File: config.mk
export PLATFORM = sky130hd
export DESIGN_NAME = hdmi_video_out
export DESIGN_NICKNAME = d
export VERILOG_FILES = /design/src/rtl/hdmi_pkg.sv /design/src/rtl/hdmi_timing_gen.sv /design/src/rtl/hdmi_video_out.sv
export SDC_FILE = /design/constraint.sdc
export NUM_CORES = 1
export LEC_CHECK = 0
export BUFFER_PORTS_ARGS = -buffer_cell sky130_fd_sc_hd__buf_4
export CELL_PAD_IN_SITES_DETAIL_PLACEMENT = 2
export CELL_PAD_IN_SITES_GLOBAL_PLACEMENT = 2
export CORE_UTILIZATION = 37
export DETAILED_ROUTE_END_ITERATION = 16
export PLACE_DENSITY_LB_ADDON = 0.1
export SYNTH_ARGS = -nofsm -noshare
export SYNTH_HDL_FRONTEND = slang
export SYNTH_SLANG_ARGS = --single-unit
File: constraint.sdc
create_clock -name tx_clock -period 7.7 [get_ports tx_clock]
set_clock_uncertainty 0.1 [all_clocks]
set_input_delay 1.155 -clock tx_clock [delete_from_list [all_inputs] [get_ports tx_clock]]
set_output_delay 1.155 -clock tx_clock [all_outputs]
set_load 0.05 [all_outputs]
File: src/rtl/hdmi_pkg.sv
// Shared constants for the HDMI video output path: 1080p60 timing defaults,
// pixel width and the generator state encoding.
package hdmi_pkg;

   localparam int PIXEL_W = 24;

   localparam int DEF_H_ACTIVE = 1920;
   localparam int DEF_H_FP     = 88;
   localparam int DEF_H_SYNC   = 44;
   localparam int DEF_H_BP     = 148;

   localparam int DEF_V_ACTIVE = 1080;
   localparam int DEF_V_FP     = 4;
   localparam int DEF_V_SYNC   = 5;
   localparam int DEF_V_BP     = 36;

   typedef enum logic {
      ST_IDLE = 1'b0,
      ST_RUN  = 1'b1
   } vid_state_t;

   function automatic int cnt_width(input int total);
      return (total > 1) ? $clog2(total) : 1;
   endfunction

   function automatic logic in_window(input int pos, input int lo, input int len);
      return (pos >= lo) && (pos < lo + len);
   endfunction

endpackage

File: src/rtl/hdmi_timing_gen.sv
// Raster timing generator: IDLE/RUN control, h/v counters and region decode.
// Outputs are registered and describe the position the counters hold this cycle.
module hdmi_timing_gen
   import hdmi_pkg::*;
#(
   parameter int H_ACTIVE = DEF_H_ACTIVE,
   parameter int H_FP     = DEF_H_FP,
   parameter int H_SYNC   = DEF_H_SYNC,
   parameter int H_BP     = DEF_H_BP,
   parameter int V_ACTIVE = DEF_V_ACTIVE,
   parameter int V_FP     = DEF_V_FP,
   parameter int V_SYNC   = DEF_V_SYNC,
   parameter int V_BP     = DEF_V_BP
) (
   input  logic clk,
   input  logic rst_n,
   input  logic enable,
   output logic active,
   output logic hsync,
   output logic vsync,
   output logic first_pixel
);

   localparam int H_TOTAL = H_ACTIVE + H_FP + H_SYNC + H_BP;
   localparam int V_TOTAL = V_ACTIVE + V_FP + V_SYNC + V_BP;
   localparam int HW      = cnt_width(H_TOTAL);
   localparam int VW      = cnt_width(V_TOTAL);

   vid_state_t    state;
   vid_state_t    state_next;
   logic [HW-1:0] h_cnt;
   logic [HW-1:0] h_next;
   logic [VW-1:0] v_cnt;
   logic [VW-1:0] v_next;
   logic          run_next;
   logic          act_next;
   logic          hs_next;
   logic          vs_next;
   logic          first_next;

   // A stop request is only honoured on the last pixel of the frame, so a
   // frame that has started is always completed.
   always_comb begin
      state_next = state;
      h_next     = h_cnt;
      v_next     = v_cnt;
      case (state)
         ST_IDLE: begin
            h_next = '0;
            v_next = '0;
            if (enable) state_next = ST_RUN;
         end
         ST_RUN: begin
            if (h_cnt == HW'(H_TOTAL - 1)) begin
               h_next = '0;
               if (v_cnt == VW'(V_TOTAL - 1)) begin
                  v_next = '0;
                  if (!enable) state_next = ST_IDLE;
               end else begin
                  v_next = v_cnt + 1'b1;
               end
            end else begin
               h_next = h_cnt + 1'b1;
            end
         end
         default: begin
            state_next = ST_IDLE;
            h_next     = '0;
            v_next     = '0;
         end
      endcase
   end

   always_comb begin
      run_next   = (state_next == ST_RUN);
      act_next   = run_next && in_window(int'(h_next), 0, H_ACTIVE)
                            && in_window(int'(v_next), 0, V_ACTIVE);
      hs_next    = run_next && in_window(int'(h_next), H_ACTIVE + H_FP, H_SYNC);
      vs_next    = run_next && in_window(int'(v_next), V_ACTIVE + V_FP, V_SYNC);
      first_next = run_next && (h_next == '0) && (v_next == '0);
   end

   always_ff @(posedge clk or negedge rst_n) begin
      if (!rst_n) begin
         state       <= ST_IDLE;
         h_cnt       <= '0;
         v_cnt       <= '0;
         active      <= 1'b0;
         hsync       <= 1'b0;
         vsync       <= 1'b0;
         first_pixel <= 1'b0;
      end else begin
         state       <= state_next;
         h_cnt       <= h_next;
         v_cnt       <= v_next;
         active      <= act_next;
         hsync       <= hs_next;
         vsync       <= vs_next;
         first_pixel <= first_next;
      end
   end

endmodule

File: src/rtl/hdmi_video_out.sv
// HDMI video output stage: issues pixel requests upstream, captures returned
// pixels two cycles later alongside delayed timing, and tracks underflows.
module hdmi_video_out
   import hdmi_pkg::*;
#(
   parameter int               H_ACTIVE        = DEF_H_ACTIVE,
   parameter int               H_FP            = DEF_H_FP,
   parameter int               H_SYNC          = DEF_H_SYNC,
   parameter int               H_BP            = DEF_H_BP,
   parameter int               V_ACTIVE        = DEF_V_ACTIVE,
   parameter int               V_FP            = DEF_V_FP,
   parameter int               V_SYNC          = DEF_V_SYNC,
   parameter int               V_BP            = DEF_V_BP,
   parameter bit               HS_POL          = 1'b1,
   parameter bit               VS_POL          = 1'b1,
   parameter logic [PIXEL_W-1:0] UNDERFLOW_COLOR = 24'h000000
) (
   input  logic               tx_clock,
   input  logic               tx_rst_n,
   input  logic               enable,
   output logic               tx_req_out,
   input  logic [PIXEL_W-1:0] tx_data,
   input  logic               tx_data_valid,
   output logic [PIXEL_W-1:0] vid_data,
   output logic               vid_de,
   output logic               vid_hsync,
   output logic               vid_vsync,
   output logic               frame_start,
   output logic               underflow_sticky,
   output logic [15:0]        underflow_count,
   input  logic               underflow_clr
);

   logic pos_active;
   logic pos_hsync;
   logic pos_vsync;
   logic pos_first;
   logic de_d1;
   logic hs_d1;
   logic vs_d1;
   logic fs_d1;
   logic underflow_event;

   hdmi_timing_gen #(
      .H_ACTIVE (H_ACTIVE),
      .H_FP     (H_FP),
      .H_SYNC   (H_SYNC),
      .H_BP     (H_BP),
      .V_ACTIVE (V_ACTIVE),
      .V_FP     (V_FP),
      .V_SYNC   (V_SYNC),
      .V_BP     (V_BP)
   ) u_timing (
      .clk         (tx_clock),
      .rst_n       (tx_rst_n),
      .enable      (enable),
      .active      (pos_active),
      .hsync       (pos_hsync),
      .vsync       (pos_vsync),
      .first_pixel (pos_first)
   );

   // The request is a flop inside the timing generator, aligned to the counters.
   assign tx_req_out = pos_active;

   // Stage 1 lines up with the cycle the upstream returns the requested pixel.
   always_ff @(posedge tx_clock or negedge tx_rst_n) begin
      if (!tx_rst_n) begin
         de_d1 <= 1'b0;
         hs_d1 <= 1'b0;
         vs_d1 <= 1'b0;
         fs_d1 <= 1'b0;
      end else begin
         de_d1 <= pos_active;
         hs_d1 <= pos_hsync;
         vs_d1 <= pos_vsync;
         fs_d1 <= pos_first;
      end
   end

   always_ff @(posedge tx_clock or negedge tx_rst_n) begin
      if (!tx_rst_n) begin
         vid_de      <= 1'b0;
         vid_hsync   <= ~HS_POL;
         vid_vsync   <= ~VS_POL;
         frame_start <= 1'b0;
         vid_data    <= '0;
      end else begin
         vid_de      <= de_d1;
         vid_hsync   <= hs_d1 ? HS_POL : ~HS_POL;
         vid_vsync   <= vs_d1 ? VS_POL : ~VS_POL;
         frame_start <= fs_d1;
         if (de_d1) vid_data <= tx_data_valid ? tx_data : UNDERFLOW_COLOR;
         else       vid_data <= '0;
      end
   end

   assign underflow_event = de_d1 && !tx_data_valid;

   // Software clear wins over an underflow landing in the same cycle.
   always_ff @(posedge tx_clock or negedge tx_rst_n) begin
      if (!tx_rst_n) begin
         underflow_sticky <= 1'b0;
         underflow_count  <= '0;
      end else if (underflow_clr) begin
         underflow_sticky <= 1'b0;
         underflow_count  <= '0;
      end else if (underflow_event) begin
         underflow_sticky <= 1'b1;
         if (underflow_count != 16'hFFFF) underflow_count <= underflow_count + 16'd1;
      end
   end

endmodule

==> impl_metrics.py, run 1 <==
metrics = {
    "final_layout": {
        "diodes": 0,
        "num-nets-final": 443,
        "syn2layout_area_growth_pct": 23.5,
        "fin_cells": 544,
        "drive_gt1_share_pct": 25.3,
    },
    "drt": {
        "wl_mm": 10.2,
        "vias": 2872,
        "routedWlPerCell_um": 18.8,
        "vias_per_cell": 5.28,
        "drc": 0,
        "drt_iter0_markers": 67,
        "drtPass1Iterations": 4,
        "ant_nets": 0,
    },
    "sta": {
        "post-route-min-period_ns": 3.17,
        "fin_tns_setup_ns": 0,
        "rsz0062_at_grt": "false",
        "relSlewSlack_pct": 34.8,
        "final_max_slew_viol_count": 0,
        "max_freq_mhz": 316,
        "post-route-period-util_pct": 41.1,
        "finalSetupViolCount": 0,
        "worst_slew_pin_slew_ns": 0.978,
        "finalWorstSetupSlack_ns": 4.53,
        "finalHoldViolCount": 0,
    },
    "critical_path": {
        "cp-start-kind": "flop",
        "criticalPathCategory": "flop to flop",
        "crit_arrival_ns": 3.31,
        "cp.required_ns": 7.84,
        "worstPathMaxFanout": 15,
        "end_kind": "flop",
    },
    "floorplanning": {
        "dieArea_um2": 10000,
        "dieHeight_um": 100,
        "rows": 35,
        "start_util_pct": 38.4,
        "die_w_um": 100,
        "io-pin-count": 75,
        "core_area_um2": 9280,
    },
    "clock_network": {
        "cts.htree.levels": 3,
        "clock_sinks": 77,
        "cts_tree": "built",
        "cts_buffer_depth": 2,
        "cts_setup_buffers": 0,
        "cts-root-buf": "clkbuf_8",
        "cts_hold_buf": 0,
        "cts_resized": 0,
        "numCtsBuffers": 9,
        "insertion_delay_ns": 0.36,
        "clkSlewWorstSetupHoldPaths_ns": 0.08,
    },
    "synthesis": {
        "synth_ff_type": "dfrtp_1",
        "synth_top_area_share_pct": 54.1,
        "synth_commonest_cells": "77 x dfrtp_1, 46 x nor2_1, 28 x and3_1",
        "synth_cells": 340,
        "synth.area.top_cells": "dfrtp_1 54%, xnor2_1 5.4%, and3_1 4.9%, nor2_1 4.8%, nand3_1 2.0%",
        "syn_area_um2": 3560,
        "synth_edf_count": 0,
        "yosysMostFrequentCell": "dfrtp_1",
        "synth_seq_area_share_pct": 54.1,
        "syn_area_per_cell_um2": 10.5,
        "yosys.area.top_type": "dfrtp_1",
        "synth_nets": 373,
        "synth.distinct_cells": 54,
        "yosysWarnings": 0,
        "synth_seq_cells": 77,
        "synthArstFlopShare_pct": 100,
    },
    "min_path": {
        "hold_class": "flop to flop",
    },
    "power_and_ir_drop": {
        "peakVddDrop_v": 0.000161,
        "powerDensity_nw_per_um2": 222,
        "leakagePower_nw": 2.06,
    },
    "placed_design": {
        "numPortBuffers": 74,
        "dp_worst_setup_slack_ns": 4.55,
        "place_inst": 528,
        "dpl.hpwl_mm": 7.08,
        "gp_congestion": 0.804,
    },
    "global_route": {
        "grt_pass1_wl_mm": 16.8,
        "grt.total_usage_pct": 22.1,
        "grt_start_max_net_pins": 78,
        "grt_overflow": 0,
        "antenna_found_initial": 0,
        "grt_pass1_vias": 3174,
    },
    "job": {
        "timing.max_cap.violations": 0,
    },
    "run_status": {
        "status": "finished, final reports clean",
    },
}
-- critical path, stage by stage (launching register included) --
cell,delay (ns)
dfrtp_1,0.41
ha_1,0.31
nand4bb_1,0.20
or3_1,0.69
nand2_2,0.35
nor2_1,0.13
or4_4,0.56
nor4_1,0.31
-- flip-flops by register name, indices dropped and copies added, names as in the netlist --
signal / flops
u_timing.state: 1
vid_hsync: 1
fs_d1: 1
u_timing.vsync: 1
vs_d1: 1
underflow_count: 16
vid_de: 1
u_timing.active: 1
hs_d1: 1
de_d1: 1
vid_vsync: 1
vid_data: 24
u_timing.hsync: 1
u_timing.first_pixel: 1
underflow_sticky: 1
frame_start: 1
u_timing.v_cnt: 11
u_timing.h_cnt: 12
-- kinds of logic after synthesis --
family,Yosys count,synth area share (%)
flip-flops,77,54.1
multiplexers,1,0.281
AND/OR/NAND/NOR,166,26.1
XOR/XNOR,30,7.37
buffers and inverters,28,3.79
AO/OA/AOI/OAI,34,6.98
adder cells (fa/ha/maj),4,1.40
-- layer usage --
metal	share of wire (%)	global-route usage, %	wire [µm]	vias to the layer above
li1	-	-	-	1340
met1	45	27.5	4590	1455
met2	49	37.8	5060	63
met3	4.1	4.04	418	14
met4	1.7	8.70	177	0
met5	0	0	0	-
-- layout make-up --
type                    count  area, µm²
inverters                  13       48.8
clock inverters             6       70.1
repair buffers             74        556
clock buffers              10        138
multi-input cells         235       1500
fillers                  1016       4880
flip-flops and latches     77       1930
well taps                 129        161
-- path summary, 6_finish.rpt --
check | to | cells after the start | startpoint | slack, ns
worst max-delay path | u_timing.first_pixel | 7 | u_timing.h_cnt[0] | 4.53
worst min-delay path | vs_d1 | 0 | u_timing.vsync | 0.25
worst max register to register | u_timing.first_pixel | 7 | u_timing.h_cnt[0] | 4.53
worst min register to register | vs_d1 | 0 | u_timing.vsync | 0.25
max in group asynchronous | u_timing.h_cnt[0] | 1 | tx_rst_n | 6.02
min in group asynchronous | vid_data[13] | 1 | tx_rst_n | 0.84
-- metrics by stage --
step | hold slack, ns | utilization [%] | cell area, µm² | total power, mW
2_1_floorplan | 0.231 | - | 3560 | 0.601
3_3_place_gp | 0.232 | 45.2 | 4200 | 0.657
3_5_place_dp | 0.239 | 45.2 | 4200 | 0.663
4_1_cts | 0.257 | 47.4 | 4400 | 0.989
5_1_grt | 0.264 | 47.4 | 4400 | 1.03
6_report | 0.255 | 47.4 | 4400 | 0.978
-- layout by cell type, fill, tap and decap left out, types with 2 or more instances in the layout --
master,n
and4_1,2
inv_6,2
nand4_1,9
nor3b_1,2
nor3_1,14
xnor2_1,22
or2_2,2
inv_1,12
a22oi_1,2
nor2b_1,2
a21oi_1,8
o22a_1,2
buf_4,74
nor4_1,9
clkbuf_8,10
and4b_1,2
clkinvlp_4,3
or2_1,2
nand4bb_1,2
xor2_1,8
ha_1,4
nor2_1,46
o21ai_0,6
nand2_1,15
or3_1,4
nand3_1,14
a31oi_1,5
nand4b_1,2
dfrtp_1,77
and3_1,28
-- power breakdown --
| part | internal, mW | leakage (nW) | switching (mW) |
|---|---|---|---|
| sequential | 0.431 | 1.01 | 0.0367 |
| clock | 0.161 | 0.0955 | 0.161 |
| combinational | 0.0733 | 0.951 | 0.115 |
Note: power is estimated with default switching activity, not from simulation.
==> run 2: changes to the inputs <==
--- a/config.mk
+++ b/config.mk
@@ -8,7 +8,7 @@
 export BUFFER_PORTS_ARGS = -buffer_cell sky130_fd_sc_hd__buf_4
 export CELL_PAD_IN_SITES_DETAIL_PLACEMENT = 2
 export CELL_PAD_IN_SITES_GLOBAL_PLACEMENT = 2
-export CORE_UTILIZATION = 37
+export CORE_UTILIZATION = 34
 export DETAILED_ROUTE_END_ITERATION = 16
 export PLACE_DENSITY_LB_ADDON = 0.1
 export SYNTH_ARGS = -nofsm -noshare
==> constraint.sdc (replaced) <==
create_clock -name tx_clock -period 3.3 [get_ports tx_clock]
set_clock_uncertainty 0.1 [all_clocks]
set_input_delay 0.495 -clock tx_clock [delete_from_list [all_inputs] [get_ports tx_clock]]
set_output_delay 0.495 -clock tx_clock [all_outputs]
set_load 0.05 [all_outputs]
==> impl_metrics.py, run 2 (synthesis results as in run 1) <==
metrics = {
    "drt": {
        "wl_mm": 10.0,
        "drc": 0,
        "vias": 2880,
        "ant_nets": 0,
        "drt_iter0_markers": 67,
        "drtPass1Iterations": 4,
        "routedWlPerCell_um": 18.0,
        "vias_per_cell": 5.19,
    },
    "final_layout": {
        "num-nets-final": 447,
        "syn2layout_area_growth_pct": 25.1,
        "final_common_cell": "buf_4",
        "top_regs": "vid_data (24), underflow_count (16), u_timing.h_cnt (12)",
        "top_register": "vid_data",
        "fillers": 1074,
        "final_cell_mix": "78 x buf_4, 77 x dfrtp_1, 46 x nor2_1",
        "largest_reg_flops": 24,
        "utilization_pct": 43.6,
        "diodes": 0,
        "drive_gt1_share_pct": 25.8,
        "fin_area_um2": 4460,
    },
    "global_route": {
        "grt.total_usage_pct": 19.8,
        "gr-usage-met2_pct": 32.6,
        "antenna_found_initial": 0,
        "grt_busiest_layer": "met2",
        "grt_overflow": 0,
        "grt_start_max_net_pins": 78,
        "grt_pass1_wl_mm": 16.8,
        "globalRouteMet1Util_pct": 25.8,
        "gr-usage-met3_pct": 3.70,
        "grt_pass1_vias": 3067,
    },
    "sta": {
        "post-route-min-period_ns": 2.94,
        "post-route-period-util_pct": 89.1,
        "final_max_slew_viol_count": 0,
        "finalSetupViolCount": 0,
        "relSlewSlack_pct": 34.1,
        "max_freq_mhz": 340,
        "worst_slew_pin_slew_ns": 0.988,
        "finalWorstSetupSlack_ns": 0.361,
        "fin_tns_setup_ns": 0,
        "finalHoldViolCount": 0,
        "rsz0062_at_grt": "false",
    },
    "critical_path": {
        "criticalPathCategory": "flop to flop",
        "r2r_slack_ns": 0.36,
        "cp.required_ns": 3.45,
        "rr_worst_depth": 9,
        "crit_arrival_ns": 3.09,
        "cp-start-kind": "flop",
        "worstPathMaxFanout": 13,
        "rr_endpoint": "u_timing.active",
        "r2r-start": "u_timing.h_cnt[0]",
        "end_kind": "flop",
    },
    "clock_network": {
        "numCtsBuffers": 9,
        "cts_tree": "built",
        "cts-root-buf": "clkbuf_8",
        "insertion_delay_ns": 0.36,
        "cts_hold_buf": 0,
        "cts_setup_buffers": 0,
        "cts.htree.levels": 3,
        "cts_buffer_depth": 2,
        "clock_sinks": 77,
        "clkSlewWorstSetupHoldPaths_ns": 0.08,
        "cts_resized": 0,
    },
    "floorplanning": {
        "start_util_pct": 34.8,
        "dieHeight_um": 104,
        "io-pin-count": 75,
        "rows": 37,
        "die_w_um": 104,
        "dieArea_um2": 10900,
        "core_area_um2": 10200,
    },
    "power_and_ir_drop": {
        "swShare_pct": 30.9,
        "combPwrFrac_pct": 19.8,
        "leakagePower_nw": 2.09,
        "power_frac_seq_pct": 45.6,
        "peakVddDrop_v": 0.000336,
        "powerDensity_nw_per_um2": 530,
        "p_int_mw": 1.63,
        "p_sw_mw": 0.730,
        "power_mw": 2.36,
        "pwr-share-clk_pct": 34.6,
    },
    "placed_design": {
        "dp_worst_setup_slack_ns": 0.437,
        "gp_congestion": 0.805,
        "numPortBuffers": 74,
        "dpl.hpwl_mm": 7.05,
        "placed_area_um2": 4230,
    },
    "min_path": {
        "hold_class": "primary input to asynchronous set/reset pin",
    },
    "run_status": {
        "status": "finished, final reports clean",
    },
    "job": {
        "timing.max_cap.violations": 0,
    },
}
[run 2: cell types whose count changed in the layout (fill, tap and decap cells not counted)]
cell,delta
clkinv_4,+1
clkinvlp_4,-1
clkbuf_1,+1
buf_4,+4
bufinv_16,+1
inv_6,-2
[run 2: how the worst max path moves through the flow]
stage	from	end	slack, ns	cells past startpoint
after floorplan	u_timing.h_cnt[0]	u_timing.active	0.76	10
after global placement	u_timing.h_cnt[0]	u_timing.first_pixel	0.55	9
after detailed placement	u_timing.h_cnt[0]	u_timing.active	0.44	9
after CTS	u_timing.h_cnt[0]	u_timing.active	0.37	9
after global routing	u_timing.h_cnt[0]	u_timing.active	0.20	9
final	u_timing.h_cnt[0]	u_timing.active	0.36	9
[run 2: per-layer routing]
metal / wire, µm / vias up
met5: 0 / -
met4: 124 / 0
met3: 314 / 11
met2: 4880 / 61
met1: 4680 / 1458
li1: - / 1350
[run 2: final cells by class]
type,count,area (µm²),share of cell area [%]
sequential,77,1930,43.2
multi-input combinational,235,1500,33.7
timing repair buffer,78,586,13.1
tap,136,170,3.82
clock buffer,11,141,3.17
clock inverter,5,83.8,1.88
inverter,13,48.8,1.09
[run 2: power groups by stage]
stage / logic (mW) / clock network, mW / registers, mW
3_5_place_dp: 0.472 / 0 / 1.10
6_report: 0.469 / 0.818 / 1.08
5_1_grt: 0.509 / 0.876 / 1.09
3_3_place_gp: 0.456 / 0 / 1.09
2_1_floorplan: 0.275 / 0 / 1.13
4_1_cts: 0.475 / 0.843 / 1.08
[run 2: critical path, cell delays in order (launching register included)]
cell	delay (ns)
dfrtp_1	0.41
ha_1	0.32
nand4bb_1	0.21
or3_1	0.48
buf_4	0.22
o2bb2ai_1	0.14
o21ai_1	0.23
nor4_1	0.10
or2_1	0.26
a2111oi_2	0.36
[run 2: per-stage QoR]
step / cells / hold slack [ns]
4_1_cts: 555 / 0.225
6_report: 555 / 0.170
5_1_grt: 555 / 0.257
3_5_place_dp: 539 / 0.237
2_1_floorplan: 340 / 0.0994
3_3_place_gp: 539 / 0.232
